[src/rtl/vga_sync_receiver.sv]
// vga_sync_receiver: recovers pixel phase, active-area coordinates and display enable
// from an asynchronous H_Sync/V_Sync pair. It also measures line and frame length
// and runs a lock FSM that flags malformed timing.
module vga_sync_receiver #(
    parameter int unsigned H_PERIOD_CLKS = 3200,
    parameter int unsigned H_TOL         = 8,
    parameter int unsigned H_BP          = 48,
    parameter int unsigned H_ACTIVE      = 640,
    parameter int unsigned V_LINES       = 525,
    parameter int unsigned V_BP          = 33,
    parameter int unsigned V_ACTIVE      = 480,
    parameter int unsigned LOCK_FRAMES   = 2
) (
    input  logic        reloj,
    input  logic        resetM,
    input  logic        h_sync_in,
    input  logic        v_sync_in,
    output logic        px_en,
    output logic [9:0]  px_x,
    output logic [9:0]  px_y,
    output logic        de,
    output logic [11:0] line_clks,
    output logic [9:0]  frame_lines,
    output logic        locked,
    output logic        sync_err
);

    // The cycle counter must be able to reach the 2-line timeout, which can exceed
    // the 12-bit range of line_clks; line_clks is a saturated view of it.
    localparam int unsigned TO_W  = $clog2(2 * H_PERIOD_CLKS + 2);
    localparam int unsigned CYC_W = (TO_W > 12) ? TO_W : 12;
    localparam logic [CYC_W-1:0] CYC_TIMEOUT = CYC_W'(2 * H_PERIOD_CLKS);
    localparam logic [CYC_W-1:0] CYC_LO      = CYC_W'(H_PERIOD_CLKS - H_TOL);
    localparam logic [CYC_W-1:0] CYC_HI      = CYC_W'(H_PERIOD_CLKS + H_TOL);
    localparam logic [CYC_W-1:0] CYC_SAT12   = CYC_W'(4095);

    localparam logic [9:0] X_LO      = 10'(H_BP);
    localparam logic [9:0] X_HI      = 10'(H_BP + H_ACTIVE);
    localparam logic [9:0] Y_LO      = 10'(V_BP);
    localparam logic [9:0] Y_HI      = 10'(V_BP + V_ACTIVE);
    localparam logic [9:0] FRAME_LEN = 10'(V_LINES);

    localparam int unsigned GOOD_W = $clog2(LOCK_FRAMES + 1);
    localparam logic [GOOD_W-1:0] GOOD_TARGET = GOOD_W'(LOCK_FRAMES);

    typedef enum logic [1:0] {
        StSearch,
        StCheck,
        StLocked
    } state_e;

    // Synchronizers and edge strobes
    logic hs_meta_q, hs_sync_q, hs_dly_q;
    logic vs_meta_q, vs_sync_q, vs_dly_q;
    logic hs_fall_q, hs_fall_d;
    logic hs_rise_q, hs_rise_d;
    logic vs_rise_q, vs_rise_d;

    // Counters and state
    logic [1:0]       phase_q, phase_d;
    logic [9:0]       x_q, x_d;
    logic [9:0]       y_q, y_d;
    logic [CYC_W-1:0] cyc_q, cyc_d;
    logic [9:0]       frm_cnt_q, frm_cnt_d;
    logic             bad_q, bad_d;
    logic [GOOD_W-1:0] good_q, good_d;
    state_e           state_q, state_d;

    // Registered outputs
    logic             px_en_q, px_en_d;
    logic [9:0]       px_x_q, px_x_d;
    logic [9:0]       px_y_q, px_y_d;
    logic             de_q, de_d;
    logic [11:0]      line_clks_q, line_clks_d;
    logic [9:0]       frame_lines_q, frame_lines_d;
    logic             locked_q, locked_d;
    logic             err_q, err_d;

    logic line_bad;
    logic frame_ok;
    logic timeout;

    assign line_bad = (cyc_q < CYC_LO) || (cyc_q > CYC_HI);
    assign frame_ok = (frm_cnt_q == FRAME_LEN) && !bad_q;
    // Fires on the single cycle the counter sits at the limit; it keeps counting
    // past it, so one stalled line gives one pulse.
    assign timeout  = (cyc_q == CYC_TIMEOUT) && !hs_fall_q;

    // Edge detection on the synchronized sync levels
    always_comb begin
        hs_fall_d = hs_dly_q & ~hs_sync_q;
        hs_rise_d = ~hs_dly_q & hs_sync_q;
        vs_rise_d = ~vs_dly_q & vs_sync_q;
    end

    // Pixel phase, coordinates, line measurement and frame bookkeeping
    always_comb begin
        phase_d = hs_rise_q ? 2'd0 : phase_q + 2'd1;

        x_d = x_q;
        if (hs_rise_q) begin
            x_d = '0;
        end else if ((phase_q == 2'd3) && (x_q != 10'h3FF)) begin
            x_d = x_q + 10'd1;
        end

        y_d = y_q;
        if (vs_rise_q) begin
            y_d = hs_fall_q ? 10'd1 : 10'd0;
        end else if (hs_fall_q && (y_q != 10'h3FF)) begin
            y_d = y_q + 10'd1;
        end

        // Outputs are registered from next-state values so they line up with px_en.
        px_en_d = (phase_d == 2'd3);
        de_d    = (x_d >= X_LO) && (x_d < X_HI) && (y_d >= Y_LO) && (y_d < Y_HI);
        px_x_d  = de_d ? (x_d - X_LO) : 10'd0;
        px_y_d  = de_d ? (y_d - Y_LO) : 10'd0;

        // Restart at 1 so the count captured at the next strobe equals the
        // distance between the two falling edges.
        cyc_d = cyc_q;
        if (hs_fall_q) begin
            cyc_d = CYC_W'(1);
        end else if (cyc_q != '1) begin
            cyc_d = cyc_q + CYC_W'(1);
        end

        line_clks_d = line_clks_q;
        if (hs_fall_q) begin
            line_clks_d = (cyc_q > CYC_SAT12) ? 12'hFFF : cyc_q[11:0];
        end

        // A coincident hs_fall belongs to the new frame.
        bad_d         = bad_q | (hs_fall_q & line_bad);
        frm_cnt_d     = frm_cnt_q;
        frame_lines_d = frame_lines_q;
        if (vs_rise_q) begin
            bad_d         = hs_fall_q & line_bad;
            frm_cnt_d     = hs_fall_q ? 10'd1 : 10'd0;
            frame_lines_d = frm_cnt_q;
        end else if (hs_fall_q && (frm_cnt_q != 10'h3FF)) begin
            frm_cnt_d = frm_cnt_q + 10'd1;
        end
    end

    // Lock FSM: next state, good-frame count and error pulse
    always_comb begin
        state_d = state_q;
        good_d  = good_q;
        err_d   = 1'b0;
        if (timeout) begin
            state_d = StSearch;
            good_d  = '0;
            err_d   = 1'b1;
        end else if (vs_rise_q) begin
            case (state_q)
                StSearch: begin
                    state_d = StCheck;
                    good_d  = '0;
                end
                StCheck: begin
                    if (frame_ok) begin
                        good_d = good_q + GOOD_W'(1);
                        if (good_d == GOOD_TARGET) begin
                            state_d = StLocked;
                        end
                    end else begin
                        good_d = '0;
                        err_d  = 1'b1;
                    end
                end
                StLocked: begin
                    if (!frame_ok) begin
                        state_d = StCheck;
                        good_d  = '0;
                        err_d   = 1'b1;
                    end
                end
                default: begin
                    state_d = StSearch;
                    good_d  = '0;
                end
            endcase
        end
        locked_d = (state_d == StLocked);
    end

    // Sync chains idle high so reset release does not look like a sync edge
    always_ff @(posedge reloj or posedge resetM) begin
        if (resetM) begin
            hs_meta_q <= 1'b1;
            hs_sync_q <= 1'b1;
            hs_dly_q  <= 1'b1;
            vs_meta_q <= 1'b1;
            vs_sync_q <= 1'b1;
            vs_dly_q  <= 1'b1;
            hs_fall_q <= 1'b0;
            hs_rise_q <= 1'b0;
            vs_rise_q <= 1'b0;
        end else begin
            hs_meta_q <= h_sync_in;
            hs_sync_q <= hs_meta_q;
            hs_dly_q  <= hs_sync_q;
            vs_meta_q <= v_sync_in;
            vs_sync_q <= vs_meta_q;
            vs_dly_q  <= vs_sync_q;
            hs_fall_q <= hs_fall_d;
            hs_rise_q <= hs_rise_d;
            vs_rise_q <= vs_rise_d;
        end
    end

    // Counter, FSM and output registers
    always_ff @(posedge reloj or posedge resetM) begin
        if (resetM) begin
            phase_q       <= '0;
            x_q           <= '0;
            y_q           <= '0;
            cyc_q         <= '0;
            frm_cnt_q     <= '0;
            bad_q         <= 1'b0;
            good_q        <= '0;
            state_q       <= StSearch;
            px_en_q       <= 1'b0;
            px_x_q        <= '0;
            px_y_q        <= '0;
            de_q          <= 1'b0;
            line_clks_q   <= '0;
            frame_lines_q <= '0;
            locked_q      <= 1'b0;
            err_q         <= 1'b0;
        end else begin
            phase_q       <= phase_d;
            x_q           <= x_d;
            y_q           <= y_d;
            cyc_q         <= cyc_d;
            frm_cnt_q     <= frm_cnt_d;
            bad_q         <= bad_d;
            good_q        <= good_d;
            state_q       <= state_d;
            px_en_q       <= px_en_d;
            px_x_q        <= px_x_d;
            px_y_q        <= px_y_d;
            de_q          <= de_d;
            line_clks_q   <= line_clks_d;
            frame_lines_q <= frame_lines_d;
            locked_q      <= locked_d;
            err_q         <= err_d;
        end
    end

    assign px_en       = px_en_q;
    assign px_x        = px_x_q;
    assign px_y        = px_y_q;
    assign de          = de_q;
    assign line_clks   = line_clks_q;
    assign frame_lines = frame_lines_q;
    assign locked      = locked_q;
    assign sync_err    = err_q;

endmodule

[config.mk]
export PLATFORM = sky130hd
export DESIGN_NAME = vga_sync_receiver
export DESIGN_NICKNAME = d
export VERILOG_FILES = /design/src/rtl/vga_sync_receiver.sv
export SDC_FILE = /design/constraint.sdc
export NUM_CORES = 1
export LEC_CHECK = 0
export CAP_MARGIN = 15
export CORE_MARGIN = 2
export CORE_UTILIZATION = 35
export CTS_CLUSTER_SIZE = 20
export DETAILED_ROUTE_END_ITERATION = 6
export DONT_BUFFER_PORTS = 1
export REMOVE_ABC_BUFFERS = 1
export SYNTH_ARGS = -nofsm -noshare
export SYNTH_HDL_FRONTEND = slang
export SYNTH_SLANG_ARGS = --single-unit
[constraint.sdc]
create_clock -name reloj -period 4.63 [get_ports reloj]
set_clock_uncertainty 0.1 [all_clocks]
set_input_delay 0.6945 -clock reloj [delete_from_list [all_inputs] [get_ports reloj]]
set_output_delay 0.6945 -clock reloj [all_outputs]
set_load 0.01 [all_outputs]
# ---- After elaboration in Yosys (flattened, before gate mapping)
# Index checks and enable logic that the tools add are counted.
dict set report totals {
  ff_bits 105
  latchBits 0
  ramBits 0
  romBits 0
  input_bits 4
  output_inout_bits 46
  elab_cells 107
  n_memories 0
}
dict set report op_classes {
  addsub 8
  mul 0
  div 0
  magnitude_cmp 7
  n_eq_ne 13
  shift 0
  n_mux 29
  n_bitwise 8
  n_reduce_logical 17
}
# op count
set ops {}
lappend ops {{$mux 10} 8}
lappend ops {{$add 10x1->10 const B} 3}
lappend ops {{$ne 10x10->1 const B} 3}
lappend ops {{$gt 13x12->1 const B} 2}
lappend ops {{$mux 13} 2}
lappend ops {{$ge 10x6->1 const B} 2}
lappend ops {{$lt 10x10->1 const B} 2}
lappend ops {{$mux 2} 10}
lappend ops {{$sub 10x6->10 const B} 2}
lappend ops {{$add 13x1->13 const B} 1}
lappend ops {{$eq 13x13->1 const B} 1}
lappend ops {{$lt 13x12->1 const B} 1}
lappend ops {{$ne 13x13->1 const B} 1}
lappend ops {{$mux 12} 1}
lappend ops {{$eq 10x10->1 const B} 1}
lappend ops {{$eq 2x2->1 const B} 5}
lappend ops {{$logic_and 1x1->1} 8}
lappend ops {{$mux 1} 6}
lappend ops {{$pmux 2 s3} 1}
lappend ops {{$reduce_bool 2->1} 3}
lappend ops {{$add 2x1->2 const B} 2}
lappend ops {{$and 1x1->1} 4}
lappend ops {{$pmux 2 s2} 1}
lappend ops {{$ne 3x3->1 const B} 1}
lappend ops {{other kinds (8)} 11}

# ---- Longest topological paths before layout
# Gate-level depths: netlist (run 1).
dict set report depth {
  depth_word 9
  depth_mapped 14
  depth_no_buf 12
}

# ---- Least setup slack after synthesis (run 1)
# Ideal clock, no wire load.
dict set report synth_path {
  path_type {register to register}
  startpoint {register y_q[0]}
  endpoint {register px_x_q[0] (netlist: px_x[0])}
  setup_ns 0.081
  t_arrival_ns 2.811
  required_ns 4.449
  path_slack_ns 1.638
  stages_incl_launch_ff 13
  path_buffers 1
  period_less_slack_ns 2.992
  cell_sequence {dfrtp_1 -> ha_1 -> nand2_1 -> or3_1 -> nand2_1 -> mux2i_1 -> or2_2 -> ha_1 -> nand3_1 -> or4_1 -> a31o_2 -> buf_6 -> nor3_2}
}
dict set report synth_between {
  elab_chain_cells 8
  word_cells_on_any_way 10
  classes_between {add/sub (1); order compare (2); eq/ne (1); mux (3); reduce/logical (3)}
}
# item line_no
set synth_rtl {}
lappend synth_rtl {{start: declaration} 62} ;# logic [9:0] y_q, y_d;
lappend synth_rtl {{start signal: assignment} 236} ;# y_q <= y_d;
lappend synth_rtl {{parallel branches: the longest is 2 deep, another holds $add 10x1->10} n/a}
lappend synth_rtl {{$mux 10 (*)} 110} ;# end else if (hs_fall_q && (y_q != 10'h3FF)) begin
lappend synth_rtl {{$mux 10 (*)} 108} ;# if (vs_rise_q) begin
lappend synth_rtl {{$ge 10x6->1} 116} ;# de_d = (x_d >= X_LO) && (x_d < X_HI) && (y_d >= Y_LO) && (y_d < Y_HI);
lappend synth_rtl {{$logic_and 1x1->1} 116}
lappend synth_rtl {{$logic_and 1x1->1 (*)} 116}
lappend synth_rtl {{$mux 10 (*)} 117} ;# px_x_d = de_d ? (x_d - X_LO) : 10'd0;
lappend synth_rtl {{named net px_x_d[0]} 71} ;# logic [9:0] px_x_q, px_x_d;
lappend synth_rtl {{end signal: assignment} 243} ;# px_x_q <= px_x_d;
lappend synth_rtl {{end: declaration} 71}
# Mark *: on every way through the listed nets, which the timed path passes.
# A chain may end at the register's enable or synchronous reset.

# ---- Worst setup path in the final report (run 1)
dict set report layout_path {
  startpoint {register y_q[0]}
  endpoint {register px_y_q[5] (netlist: px_y[5])}
}
dict set report layout_between {
  elab_chain_cells 8
  word_cells_on_any_way 11
  classes_between {add/sub (2); order compare (2); eq/ne (1); mux (3); reduce/logical (3)}
}
# item line_no
set layout_rtl {}
lappend layout_rtl {{parallel branches: the longest is 2 deep, another holds $add 10x1->10} n/a}
lappend layout_rtl {{$mux 10 (*)} 110}
lappend layout_rtl {{$mux 10 (*)} 108}
lappend layout_rtl {{named net y_d[0]} 62}
lappend layout_rtl {{$ge 10x6->1} 116}
lappend layout_rtl {{$logic_and 1x1->1 (2 in series)} 116}
lappend layout_rtl {{$mux 10 (*)} 118} ;# px_y_d = de_d ? (y_d - Y_LO) : 10'd0;
lappend layout_rtl {{named net px_y_d[5]} 72} ;# logic [9:0] px_y_q, px_y_d;
lappend layout_rtl {{end signal: assignment} 244} ;# px_y_q <= px_y_d;
lappend layout_rtl {{end: declaration} 72}
# Marked as above.

==> flow_summary.toml, run 1 <==
[synth]
synth_top_family_by_area = "simple AND/OR/NAND/NOR gates"
synth_fa_ha_area_share_pct = 3.75
yosysMostFrequentCell = "dfrtp_1"
yosysTopAreaCell = "dfrtp_1"
async_reset_ff_share_pct = 100
synth-compound-area-share_pct = 10.8
synthesis.area_sq_um = 5000
synth_flop_cell = "dfrtp_1"
ys_seq_elements = 105
synth-xor-area-share_pct = 4.73
syn_area_per_cell_sq_um = 10.3
ys_warn_count = 0
synthCells = 488
synth.top_cells.by_area = "dfrtp_1 (50%), nor2_1 (4.7%), ha_1 (3.8%)"
synth_cell_types = 59
synthSimpleGateAreaFrac_pct = 20.3
synth_top_area_share_pct = 49.5
synth.area.mux_share_pct = 3.78
synth_edf_count = 0
ys_seq_area_share_pct = 52.7
netlist_top_cells_count = "dfrtp_1 (99), nor2_1 (62), inv_1 (26)"

[grt]
grt_max_degree = 75
grt_pass1_vias = 3403
antenna_found_initial = 0
grt_overflow = 0
grt_pass1_wl_mm = 16.7
gr-usage-all-layers_pct = 13.9

[cts]
cts_buffers = 9
cts-resized-gates = 0
clk_pin_slew_ns = 0.07
clock_latency_ns = 0.35
post_cts_buffers = 0
holdBufCountCts = 0
clk_path_buf_depth = 2
h-tree-depth = 3
cts_root_buf = "clkbuf_16"
cts_tree = "built"
clock_sinks = 105

[worst_setup_path]
cp.arrival_ns = 3.71
cp.required_ns = 4.74
crit_type = "reg2reg"
cp.buffers_inverters = 1
critPathMostFrequentCell = "ha_1"
r2r-start = "y_q[0]"
cp_num_cells = 11
r2r_slack_ns = 1.03
crit_start = "y_q[0]"
cpPeakStageDelay_ns = 0.57
r2r_cells = 11
worstSetupEndpoint = "px_y[5]"
crit_family = "compound AO/OA/AOI/OAI gates"
start_kind = "flip-flop"
worst-path-max-fanout = 21
setup.worst_path.end_class = "flip-flop"
crit_chain = "ha_1 > nand2_1 > o311ai_0 > o21ai_0 > a21oi_1 > inv_1 > ha_1 > nand3_1 > or4_1 > a31o_2 > nor3_1"
reg2reg_to = "px_y[5]"
cp_slowest_cell = "a31o_2"

[status]
status = "complete, no violations"

[timing]
post-route-period-util_pct = 77.8
final-hold-violation-count = 0
timing.hold.ws_ns = 0.233
tightest_slew_ns = 1.07
final.setup.tns_ns = 0
rsz0062_at_grt = "false"
final-setup-viol-count = 0
timing.final.crit_period_ns = 3.60
max_freq_mhz = 277
maxSlewHeadroom_pct = 27.9
drv_slew = 0
worst_slack_ns = 1.03

[placement]
dp_hpwl_mm = 6.70
io_buffer_count = 0
dp_slack_ns = 1.05
dp_cells = 648
place_congestion = 0.790
postPlaceCellArea_sq_um = 5150

[flow_run]
drv_cap = 0

[routing]
via_per_inst = 5.20
vias = 3452
drt_pre_antenna_iters = 4
drt_iter0_drc = 208
wl_per_cell_um = 14.7
wl_mm = 9.74
antenna_left = 0
drc_errors = 0

[floorplanning]
rows = 43
die_w_um = 124
fp.dieH_um = 124
start_util_pct = 35.9
boundaryPins = 50
die_area_sq_um = 15300
core-area_sq_um = 13900

[power_and_ir_drop]
power_density_nw_per_um2 = 374
ir_worst_vdd_v = 0.000206
leakage_nw = 2.39
finalPower_mw = 2.03

[cells_and_area]
stdcell_area_sq_um = 5420
stdcell_count = 664
diodes = 0
utilization_pct = 38.9
nets = 498
area_growth_pct = 8.25
layout-drive-gt1-share_pct = 11.8

[worst_hold_path]
worst_hold_path_type = "in2reg"
-- worst min path at each step --
stage	from	end	depth (start not counted)	slack [ns]
6_report	h_sync_in	hs_meta_q	0	0.23
5_1_grt	h_sync_in	hs_meta_q	0	0.21
2_1_floorplan	hs_meta_q	hs_sync_q	0	0.25
3_5_place_dp	hs_meta_q	hs_sync_q	0	0.25
3_3_place_gp	vs_meta_q	vs_sync_q	0	0.25
4_1_cts	h_sync_in	hs_meta_q	0	0.22
-- area by class of cell --
class / count / area, sq um
clock inverter: 4 / 28.8
inverter: 26 / 100
clock buffer: 12 / 236
sequential: 105 / 2640
fill: 1339 / 8520
multi-input combinational: 334 / 2170
timing repair buffer: 3 / 22.5
tap: 180 / 225
-- power breakdown --
group	internal, mW	leakage (nW)	switching (mW)
combinational	0.102	0.878	0.143
clock	0.366	0.123	0.329
sequential	0.990	1.39	0.0943
total	1.46	2.39	0.567
-- flip-flops by register name, summed over array words and instances (netlist names), 2 cells and up --
name	flops
y_q	10
x_q	10
px_y	10
px_x	10
frame_lines	10
cyc_q	13
good_q	2
frm_cnt_q	10
line_clks	12
state_q	2
phase_q	2
-- metal layers --
metal  part of all wire (%)  track usage (%)  vias to the layer above
li1                       -                -                     1695
met1                     47             18.3                     1668
met2                     46             21.3                       75
met3                    5.4             3.87                       14
met4                    2.1             6.53                        0
met5                      0                0                        -
-- worst reg2reg max path, delay by kind of cell, from the launching register on --
kind / cells / cell delay, ns
flops: 1 / 0.45
buf+inv: 1 / 0.08
simple gates: 4 / 0.62
compound gates: 4 / 1.62
fa+ha+maj: 2 / 0.59
-- logic make-up after synthesis --
| kind of cell | Yosys count |
|---|---|
| and+or+nand+nor | 194 |
| xor gates and xnor gates | 27 |
| DFF | 105 |
| muxes | 17 |
| adders and majority gates | 15 |
| buffers and inverters | 49 |
| AOI/OAI and AO/OA | 81 |
-- cell usage in the layout, fill, tap and decap left out, types with 13 or more instances in the layout --
cell     instances
nor2_1          62
nand2_1         25
nand3_1         16
xor2_1          14
inv_1           25
xnor2_1         13
dfrtp_1         99
ha_1            15
a21oi_1         23
Power figures use the tool's default switching activity.
==> inputs of run 2 (changes only) <==
--- a/config.mk
+++ b/config.mk
@@ -5,6 +5,7 @@
 export SDC_FILE = /design/constraint.sdc
 export NUM_CORES = 1
 export LEC_CHECK = 0
+export ABC_AREA = 1
 export CAP_MARGIN = 15
 export CORE_MARGIN = 2
 export CORE_UTILIZATION = 35
==> constraint.sdc (replaced) <==
create_clock -name reloj -period 3 [get_ports reloj]
set_clock_uncertainty 0.1 [all_clocks]
set_input_delay 0.45 -clock reloj [delete_from_list [all_inputs] [get_ports reloj]]
set_output_delay 0.45 -clock reloj [all_outputs]
set_load 0.01 [all_outputs]
==> run 2 against run 1 <==
Compared with the run above:
- count of clock-buffer cells in the layout fell by 2
- first-iteration DRC count rose by 66%
- largest cell class unchanged
- final cell count grew 26%
- wire length grew 12%
- register-to-register slack got worse by 0.79 ns
- critical path type unchanged
- critical endpoint is now px_x[4]
- sequential share of layout area fell by 4.2 points
==> flow_summary.toml, run 2 <==
[cells_and_area]
layout-drive-gt1-share_pct = 12.7
top_register = "cyc_q"
area_growth_pct = 12.6
nets = 665
largest_reg_flops = 13
stdcell_count = 835
layout_commonest_cell = "nand2_1"
diodes = 0
fillers = 1426
final_cell_mix = "nand2_1 (131), inv_1 (100), dfrtp_1 (98)"

[power_and_ir_drop]
pwr-share-clk_pct = 36.9
pwr-share-seq_pct = 46.9
ir_worst_vdd_v = 0.000297
sw_frac_of_total_pct = 29.3
p_switching_mw = 1.10
power_density_nw_per_um2 = 630
p_int_mw = 2.64
power_frac_comb_pct = 16.2
leakage_nw = 2.90

[worst_setup_path]
worst-path-max-fanout = 19
setup.worst_path.end_class = "flip-flop"
cp.required_ns = 3.14
start_kind = "flip-flop"
crit_type = "reg2reg"
r2r_cells = 19
cp.arrival_ns = 2.91

[synth]
synth_fa_ha_area_share_pct = 3.57
synth-compound-area-share_pct = 8.20
synth.area.mux_share_pct = 0
netlist_top_cells_count = "nand2_1 (131), inv_1 (101), dfrtp_1 (99)"
synthesis.area_sq_um = 5260
synth_cell_types = 39
ys_warn_count = 0
syn_area_per_cell_sq_um = 8.30
yosysMostFrequentCell = "nand2_1"
synth.top_cells.by_area = "dfrtp_1 (47%), nand2_1 (9.3%), inv_1 (7.2%)"
synthSimpleGateAreaFrac_pct = 27.9
synth_top_area_share_pct = 47.1
synth-xor-area-share_pct = 1.50
synth_edf_count = 0
yosysTopAreaCell = "dfrtp_1"
synthCells = 634
ys_seq_elements = 105
ys_seq_area_share_pct = 50.1
async_reset_ff_share_pct = 100
synth_top_family_by_area = "simple AND/OR/NAND/NOR gates"
synth_flop_cell = "dfrtp_1"

[routing]
drt_pre_antenna_iters = 4
antenna_left = 0
via_per_inst = 4.82
wl_per_cell_um = 13.1
vias = 4027
drt_iter0_drc = 345
drc_errors = 0
wl_mm = 10.9

[timing]
final-setup-viol-count = 0
rsz0062_at_grt = "false"
timing.hold.ws_ns = 0.260
post-route-period-util_pct = 92.1
final.setup.tns_ns = 0
max_freq_mhz = 362
tightest_slew_ns = 0.670
drv_slew = 0
timing.final.crit_period_ns = 2.76
final-hold-violation-count = 0
maxSlewHeadroom_pct = 55.4

[grt]
grt_max_degree = 55
grt_overflow = 0
grt_pass1_vias = 3919
gr-usage-all-layers_pct = 14.3
antenna_found_initial = 0
grt_pass1_wl_mm = 18.7

[floorplanning]
boundaryPins = 50
fp.dieH_um = 127
start_util_pct = 36.1
core-area_sq_um = 14600
die_w_um = 127
die_area_sq_um = 16000
rows = 44

[cts]
clock_latency_ns = 0.35
clk_path_buf_depth = 2
cts_root_buf = "clkbuf_16"
clk_pin_slew_ns = 0.07
clock_sinks = 105
h-tree-depth = 3
cts_tree = "built"
cts_buffers = 9

[placement]
place_congestion = 0.847
io_buffer_count = 0
dp_cells = 814
dp_hpwl_mm = 7.69

[status]
status = "complete, no violations"

[worst_hold_path]
hold_depth = 0
worst_hold_path_type = "reg2reg"

[flow_run]
drv_cap = 0
-- run 2: area by class of cell --
class,instances,area (sq um),area share [%]
Inverter,106,403,6.80
Multi-Input combinational cell,411,2170,36.7
Clock buffer,10,239,4.03
Sequential cell,105,2640,44.5
Timing Repair Buffer,13,130,2.20
Tap cell,184,230,3.88
Clock inverter,6,115,1.94
-- run 2: what timing repair did --
item | 4_1_cts | 5_1_grt
hold endpoints to repair | 46 | 0
gates resized for setup | 0 | 3
endpoints found under the setup margin | 0 | 19
hold buffers | 3 | 0
setup buffers | 0 | 2
-- run 2: logic make-up after synthesis --
kind of cell | after synthesis
fa+ha+maj | 15
buf+inv | 118
compound gates | 76
flops | 105
xor+xnor | 9
simple gates | 311
-- run 2: routing by layer --
layer  routed length (um)  up-vias  GRT usage (%)
li1                     -     2042              -
met1                 5070     1911           18.5
met2                 5170       64           23.0
met3                  555       10           4.34
met4                  140        0           4.52
met5                    0        -              0
-- run 2: per-stage QoR --
stage | util, % | power, mW | instance area (sq um) | setup WS, ns
final | 40.6 | 3.74 | 5930 | 0.236
after global routing | 40.6 | 3.96 | 5930 | 0.0106
after CTS | 40.5 | 3.78 | 5900 | 0.136
after detailed placement | 37.8 | 2.38 | 5520 | 0.173
after global placement | 37.8 | 2.35 | 5520 | 0.209
after floorplan | - | 2.19 | 5200 | -0.301
-- run 2: final timing paths --
check / from / to / slack, ns
worst max-delay path: x_q[0] / px_x[4] / 0.24
worst min-delay path: vs_meta_q / vs_sync_q / 0.26
worst max register to register: x_q[0] / px_x[4] / 0.24
worst min register to register: vs_meta_q / vs_sync_q / 0.26
max in group asynchronous: resetM / state_q[0] / 1.48
min in group asynchronous: resetM / px_x[3] / 0.59
-- run 2: critical path, stage by stage, from the launching register on --
cell,delay (ns)
dfrtp_1,0.39
ha_2,0.22
nand2_1,0.09
nor2_4,0.17
nand2_1,0.11
nand2_4,0.13
nor2_1,0.07
xor2_1,0.17
inv_1,0.06
nor2_1,0.05
ha_1,0.21
inv_1,0.08
nand2_1,0.09
nor2_2,0.16
nand3_1,0.08
nand2_1,0.09
inv_2,0.04
nand3_2,0.12
buf_12,0.19
nor2_2,0.05
-- run 2: power by group through the flow --
stage	Clock (mW)	Sequential (mW)	Combinational, mW
floorplan	0	1.74	0.450
global placement	0	1.78	0.579
detailed placement	0	1.78	0.598
CTS	1.42	1.76	0.602
global route	1.48	1.77	0.706
finish	1.38	1.75	0.607
